$ cat config.mk
export PLATFORM = sky130hd
export DESIGN_NAME = data_bus_controller
export DESIGN_NICKNAME = d
export VERILOG_FILES = /design/src/rtl/data_bus_controller.sv
export SDC_FILE = /design/constraint.sdc
export NUM_CORES = 1
export LEC_CHECK = 0
export BUFFER_PORTS_ARGS = -buffer_cell sky130_fd_sc_hd__clkbuf_2
export CORE_MARGIN = 10
export CORE_UTILIZATION = 30
export CTS_CLUSTER_DIAMETER = 150
export DETAILED_ROUTE_END_ITERATION = 8
export GPL_TIMING_DRIVEN = 1
export PLACE_DENSITY_LB_ADDON = 0.05
export SETUP_SLACK_MARGIN = 0.4
export SYNTH_ARGS = -nofsm -noshare
export SYNTH_HDL_FRONTEND = slang
export SYNTH_SLANG_ARGS = --single-unit
$ cat constraint.sdc
create_clock -name phi2 -period 1.7 [get_ports phi2]
set_input_delay 0.34 -clock phi2 [delete_from_list [all_inputs] [get_ports phi2]]
set_output_delay 0.34 -clock phi2 [all_outputs]
set_load 0.01 [all_outputs]
$ cat src/rtl/data_bus_controller.sv
// Clocked data bus buffer between the 65C02 core bus and the external data pins.
// One transfer at a time: request/ack handshake, wait states, RDY stretch, BE hold.
module data_bus_controller #(
  parameter int DATA_W = 8,
  parameter int WS_W   = 4
) (
  input  logic              phi2,
  input  logic              resb,
  input  logic              be,
  input  logic              rdy_in,
  input  logic              req,
  input  logic              rwb,
  input  logic [WS_W-1:0]   wait_cfg,
  input  logic [DATA_W-1:0] core_wdata,
  output logic [DATA_W-1:0] core_rdata,
  output logic              ack,
  output logic              busy,
  input  logic [DATA_W-1:0] ext_din,
  output logic [DATA_W-1:0] ext_dout,
  output logic              ext_oe,
  output logic              ext_rwb
);

  typedef enum logic [1:0] {IDLE, ACCESS, HOLD} state_t;

  // Transfer attributes latched at accept; stable for the whole transfer.
  typedef struct packed {
    logic              rwb;
    logic [DATA_W-1:0] wdata;
  } xfer_t;

  state_t            state_q, state_d;
  logic [WS_W-1:0]   cnt_q, cnt_d;
  xfer_t             xfer_q;
  logic [DATA_W-1:0] rdata_q;
  logic              ack_q;
  logic              accept, done;

  always_comb begin
    state_d = state_q;
    cnt_d   = cnt_q;
    accept  = 1'b0;
    done    = 1'b0;
    case (state_q)
      IDLE: begin
        if (req && be) begin
          accept  = 1'b1;
          cnt_d   = wait_cfg;
          state_d = ACCESS;
        end
      end
      ACCESS: begin
        // BE low outranks both the countdown and completion.
        if (!be)                    state_d = HOLD;
        else if (cnt_q != '0)       cnt_d   = cnt_q - 1'b1;
        else if (rdy_in) begin
          done    = 1'b1;
          state_d = IDLE;
        end
      end
      HOLD: begin
        if (be) state_d = ACCESS;
      end
      default: state_d = IDLE;
    endcase
  end

  always_ff @(posedge phi2 or negedge resb) begin
    if (!resb) begin
      state_q      <= IDLE;
      cnt_q        <= '0;
      xfer_q.rwb   <= 1'b1;
      xfer_q.wdata <= '0;
      rdata_q      <= '0;
      ack_q        <= 1'b0;
    end else begin
      state_q <= state_d;
      cnt_q   <= cnt_d;
      ack_q   <= done;
      if (accept) begin
        xfer_q.rwb <= rwb;
        if (!rwb) xfer_q.wdata <= core_wdata;
      end
      if (done && xfer_q.rwb) rdata_q <= ext_din;
    end
  end

  assign core_rdata = rdata_q;
  assign ack        = ack_q;
  assign busy       = (state_q != IDLE);
  // Combinational in be so the pin driver lets go in the same cycle BE falls.
  assign ext_oe     = (state_q == ACCESS) && !xfer_q.rwb && be;
  assign ext_rwb    = (state_q == IDLE) ? 1'b1 : xfer_q.rwb;
  assign ext_dout   = xfer_q.wdata;

endmodule

Word-level counts from Yosys, hierarchy flattened --
Cells that the tools add are included.
Cells by class: add/sub/neg operators 1, equal/unequal tests 8, mux-type cells 17, bitwise operators 1, reduce and logical (&&, ||, !) cells 12
Operator list (count):
- 4-bit 2-to-1 mux | 3
- 2-bit 2-to-1 mux | 5
- 2-bit inequality test (second input constant) | 4
- 4-bit one-hot mux with 2 select lines | 1
- 4-bit AND reduction | 2
- 1-bit 2-to-1 mux | 7
- 3-bit inequality test (second input constant) | 2
- 2-bit one-hot mux with 3 select lines | 1
- 1-bit logical AND | 4
- 2-bit nonzero test | 2
- 4-bit nonzero test | 1
- 4-bit by 1-bit subtractor with 4-bit output (second input constant) | 1
- 2-bit by 1-bit equality test with 1-bit output (second input constant) | 1
- 2-bit equality test (second input constant) | 1
- 2-bit zero test | 1
- 2-bit AND reduction | 1
- 1-bit zero test | 1
- 1-bit NOT | 1
Word-level totals: register bits after elaboration 24, input port bits 26, output and inout port bits 20, word-level logic and storage cells 45

Longest topological paths before layout --
depth after elaboration 5, depth in mapped cells 5, depth with buffers taken out 5

Worst setup path after synthesis --
No wires, ideal clock.
kind register to register, from register state_q[1], to register xfer_q, in the netlist ext_dout[0], library setup time 125 ps, data arrival time 1501 ps, data required time 1575 ps, setup slack 74 ps, cell stages (with the launch flop) 6, path buffers 2, period minus slack after synthesis 1626 ps, cell sequence dfrtp_1 > buf_6 > or2_1 > buf_6 > nor3_4 > mux2_2
Between the ends: longest elaborated chain between the ends 3
RTL lines:
- start: declaration | line 32 | state_t state_q, state_d;
- start signal: assignment | line 77 | state_q <= state_d;
- 2-bit zero test | line 44 | case (state_q)
- 1-bit 2-to-1 mux | line 44
- 2-bit AND reduction (no line)
- end: declaration | line 34 | xfer_t xfer_q;
Every way passes these cells. A chain may end at the register's enable or synchronous reset.

Worst setup path in the final report --
from register state_q[1], to output port ext_rwb
Between the ends: longest elaborated chain between the ends 2
RTL lines:
- 2-bit zero test | line 93 | assign ext_rwb = (state_q == IDLE) ? 1'b1 : xfer_q.rwb;
- 1-bit 2-to-1 mux | line 93
- end: declaration | line 21 | output logic ext_rwb
Every way passes these cells.

==> impl_metrics.csv <==
group,metric,value,unit
power_and_ir_drop,clkPwrFrac,15.8,%
timing,fin_crit,1.63,ns
global_routing,grt_first_pass_wirelength,5.20,mm
finish,antenna_cells,0,
cts,clock_sinks,24,
critical_path,critPathSlowestCell,"dfrtp_1",
synthesis,ys_seq_area_share,50.5,%
placed_design,pre_cts_ws,0.114,ns
power_and_ir_drop,vdd_ir_drop_max,0.604,mV
finish,multi_input_area,577,µm²
flow_run,drv_cap,0,
floorplanning,core_region_area,0.00374,mm²
placed_design,dpl.hpwl,2.31,mm
timing,worst_pin_slew,0.591,ns
finish,post-route-util,44.8,%
cts,cts_tree,"done",
global_routing,grt-ovfl-total,0,
finish,drive_above_1_share,66.9,%
placed_design,gp_congestion,0.852,
power_and_ir_drop,p_switching,0.665,mW
timing,slew_violations,0,
cts,cts_root_buf,"clkbuf_8",
critical_path,slowest_delay,0.40,ns
timing,finalSetupViolCount,0,
finish,fillCellCount,379,
timing,min_period_over_period,96.2,%
synthesis,synth_common_cells,"dfrtp_1, mux2_2, buf_4",
synthesis,syn_nets,122,
floorplanning,dieArea,0.00690,mm²
floorplanning,start_util,31.9,%
global_routing,grt_antenna_before_repair,0,
synthesis,synth_flop_cell,"dfrtp_1",
power_and_ir_drop,power_density,1270,mW/mm²
critical_path,critPathArrivalTime,1.29,ns
finish,seqCellArea,602,µm²
detailed_routing,drt-vias-per-instance,4.59,
min_path,min_path_type,"input pin to asynchronous set/reset pin",
cts,cts_hold_buf,0,
synthesis,avgSynthCellArea,12.6,µm²
status,status,"finished, final reports clean",
synthesis,yosys_warnings,0,
global_routing,grt_pass1_vias,1097,
cts,cts_buffers,3,
synthesis,synth_edf_count,0,
critical_path,rrSetupSlack,0.15,ns
critical_path,r2r_end,"core_rdata[0]",
detailed_routing,first_iter_violations,42,
global_routing,grt_start_max_net_pins,25,
timing,timing.hold.ws,0.0653,ns
power_and_ir_drop,p_seq_share,42.0,%
placed_design,placed_cell_area,0.00146,mm²
detailed_routing,vias,899,
detailed_routing,drc,0,
placed_design,io_buffers,45,
timing,slew_headroom,60.6,%
detailed_routing,post_drt_wl_per_cell,15.3,µm
timing,hold_viol_final,0,
synthesis,synth_seq_cells,24,
power_and_ir_drop,sw_frac_of_total,31.4,%
detailed_routing,drt_wl_total,2.99,mm
power_and_ir_drop,total_leakage_power,0.852,nW
critical_path,cp-start-kind,"register",
cts,h-tree-depth,1,
synthesis,synthArstFlopShare,100,%
synthesis,synth_area,0.00119,mm²
floorplanning,row_count,22,
timing,finClkSkew,0.00490,ns
floorplanning,die_x,83.0,µm
timing,rsz0062_at_grt,"yes",
critical_path,crit_type,"register to output port",
global_routing,track_usage,8.84,%
critical_path,reg2reg_from,"cnt_q[1]",
floorplanning,io_pins,46,
power_and_ir_drop,pwr-share-comb,42.1,%
cts,cts_buffer_depth,2,
finish,design_area,0.00168,mm²
cts,path_clk_slew,0.08,ns
synthesis,synth_cells,95,
timing,layout_setup_ws,0.0651,ns
floorplanning,die_y,83.0,µm
critical_path,reg2regPathDepth,5,
cts,clock_latency,0.26,ns
detailed_routing,ant_nets,0,
critical_path,cp_max_fo,2,
synthesis,yosysTopAreaCell,"dfrtp_1",
detailed_routing,dr.pass1.iters,4,
critical_path,crit_chain,"or2_4, buf_6, or2b_1, buf_2",
synthesis,yosys.cell_count.top_type,"dfrtp_1",
finish,syn2layout_area_growth,40.6,%
critical_path,cp_data_required_time,1.36,ns
synthesis,yosysUniqueCellTypes,33,
synthesis,synth_area_leaders,"dfrtp_1, mux2_2, buf_4, dfstp_2, and4bb_2",
power_and_ir_drop,internal-power,1.46,mW
critical_path,end_kind,"output port",
timing,timing.fmax,0.612,GHz
finish,layout.nets,176,
synthesis,synth.top_cell.area_share,48.3,%
registers in the layout, indices dropped and copies added (netlist names):
| name | flops |
|---|---|
| ack | 1 |
| cnt_q | 4 |
| core_rdata | 8 |
| ext_dout | 8 |
| state_q | 2 |
| xfer_q | 1 |
cells in the final DEF, fill, tap and decap left out:
master      n
inv_2       2
a2111oi_2   1
a21oi_1     3
clkbuf_8    3
buf_6       7
dfstp_2     1
o21ai_2     1
nor4bb_4    1
mux2_4      8
nand2_1     2
buf_2       2
nor3_1      1
nor3b_1     2
inv_1       1
nand4_4     1
mux2i_1     2
nor3_4      1
buf_4      11
o21ba_2     1
nand2b_4    1
dfrtp_1    23
mux2_2      8
and3_1      1
clkbuf_1    1
clkbuf_2   42
a2111o_1    1
or2_4       1
ha_4        1
nand2b_1    1
and2b_2     2
or2_2       1
a22oi_1     1
o211a_1     1
o2bb2ai_1   2
o211ai_1    2
and4bb_2    2
or3_4       1
or2b_1      2
nor2_1      3
power by group through the flow:
stage          Combinational (mW)  Clock (mW)  Sequential [mW]
3_5_place_dp                0.725           0            0.896
3_3_place_gp                0.715           0            0.892
2_1_floorplan               0.497           0            0.912
5_1_grt                     0.991       0.375            0.916
6_report                    0.894       0.336            0.891
4_1_cts                     0.847       0.356            0.893
through the flow:
| step | setup TNS [ns] | instances | total power [mW] |
|---|---|---|---|
| 4_1_cts | 0 | 194 | 2.10 |
| 5_1_grt | -0.000818 | 196 | 2.28 |
| 2_1_floorplan | 0 | 95 | 1.41 |
| 3_5_place_dp | 0 | 181 | 1.62 |
| 6_report | 0 | 196 | 2.12 |
| 3_3_place_gp | 0 | 181 | 1.61 |
worst max path at each step:
stage | slack [ns] | start | endpoint | cells past startpoint
after floorplan | 0.07 | state_q[1] | ext_dout[0] | 5
after global placement | 0.15 | cnt_q[0] | core_rdata[0] | 5
after detailed placement | 0.11 | state_q[0] | ext_dout[6] | 4
after CTS | 0.03 | state_q[1] | ext_oe | 5
after global routing | -0.0008 | state_q[1] | ext_oe | 5
final | 0.07 | state_q[1] | ext_rwb | 4
area by class of cell:
type	count	area share, %
Inverter	3	0.672
Timing Repair Buffer	62	22.8
Multi-Input combinational cell	55	34.4
Clock buffer	4	2.69
Tap cell	48	3.58
Sequential cell	24	35.9
timing repair:
item                       in CTS  in global routing
setup buffers                   9                  2
resized for setup              12                 14
setup endpoints to repair      23                 26
pin swaps                       4                  4
per-layer routing:
metal	up-vias	global-route usage [%]	wire (µm)
li1	434	-	-
met1	439	9.98	1240
met2	24	14.7	1530
met3	2	3.22	196
met4	0	3.38	21
met5	-	0	0
kinds of logic (layout without fill, tap and decap cells):
family,count (synthesis),after routing,synth area share [%]
flops,24,24,50.5
compound gates,13,13,8.39
buf+inv,16,69,8.81
fa+ha+maj,1,1,1.05
mux,18,18,16.8
simple gates,23,23,14.5
worst max-delay path: cells and delay by family, from the launching register on:
kind | cells | cell delay (ns)
buf+inv | 2 | 0.24
simple gates | 2 | 0.39
flops | 1 | 0.40
Power figures use the tool's default switching activity.
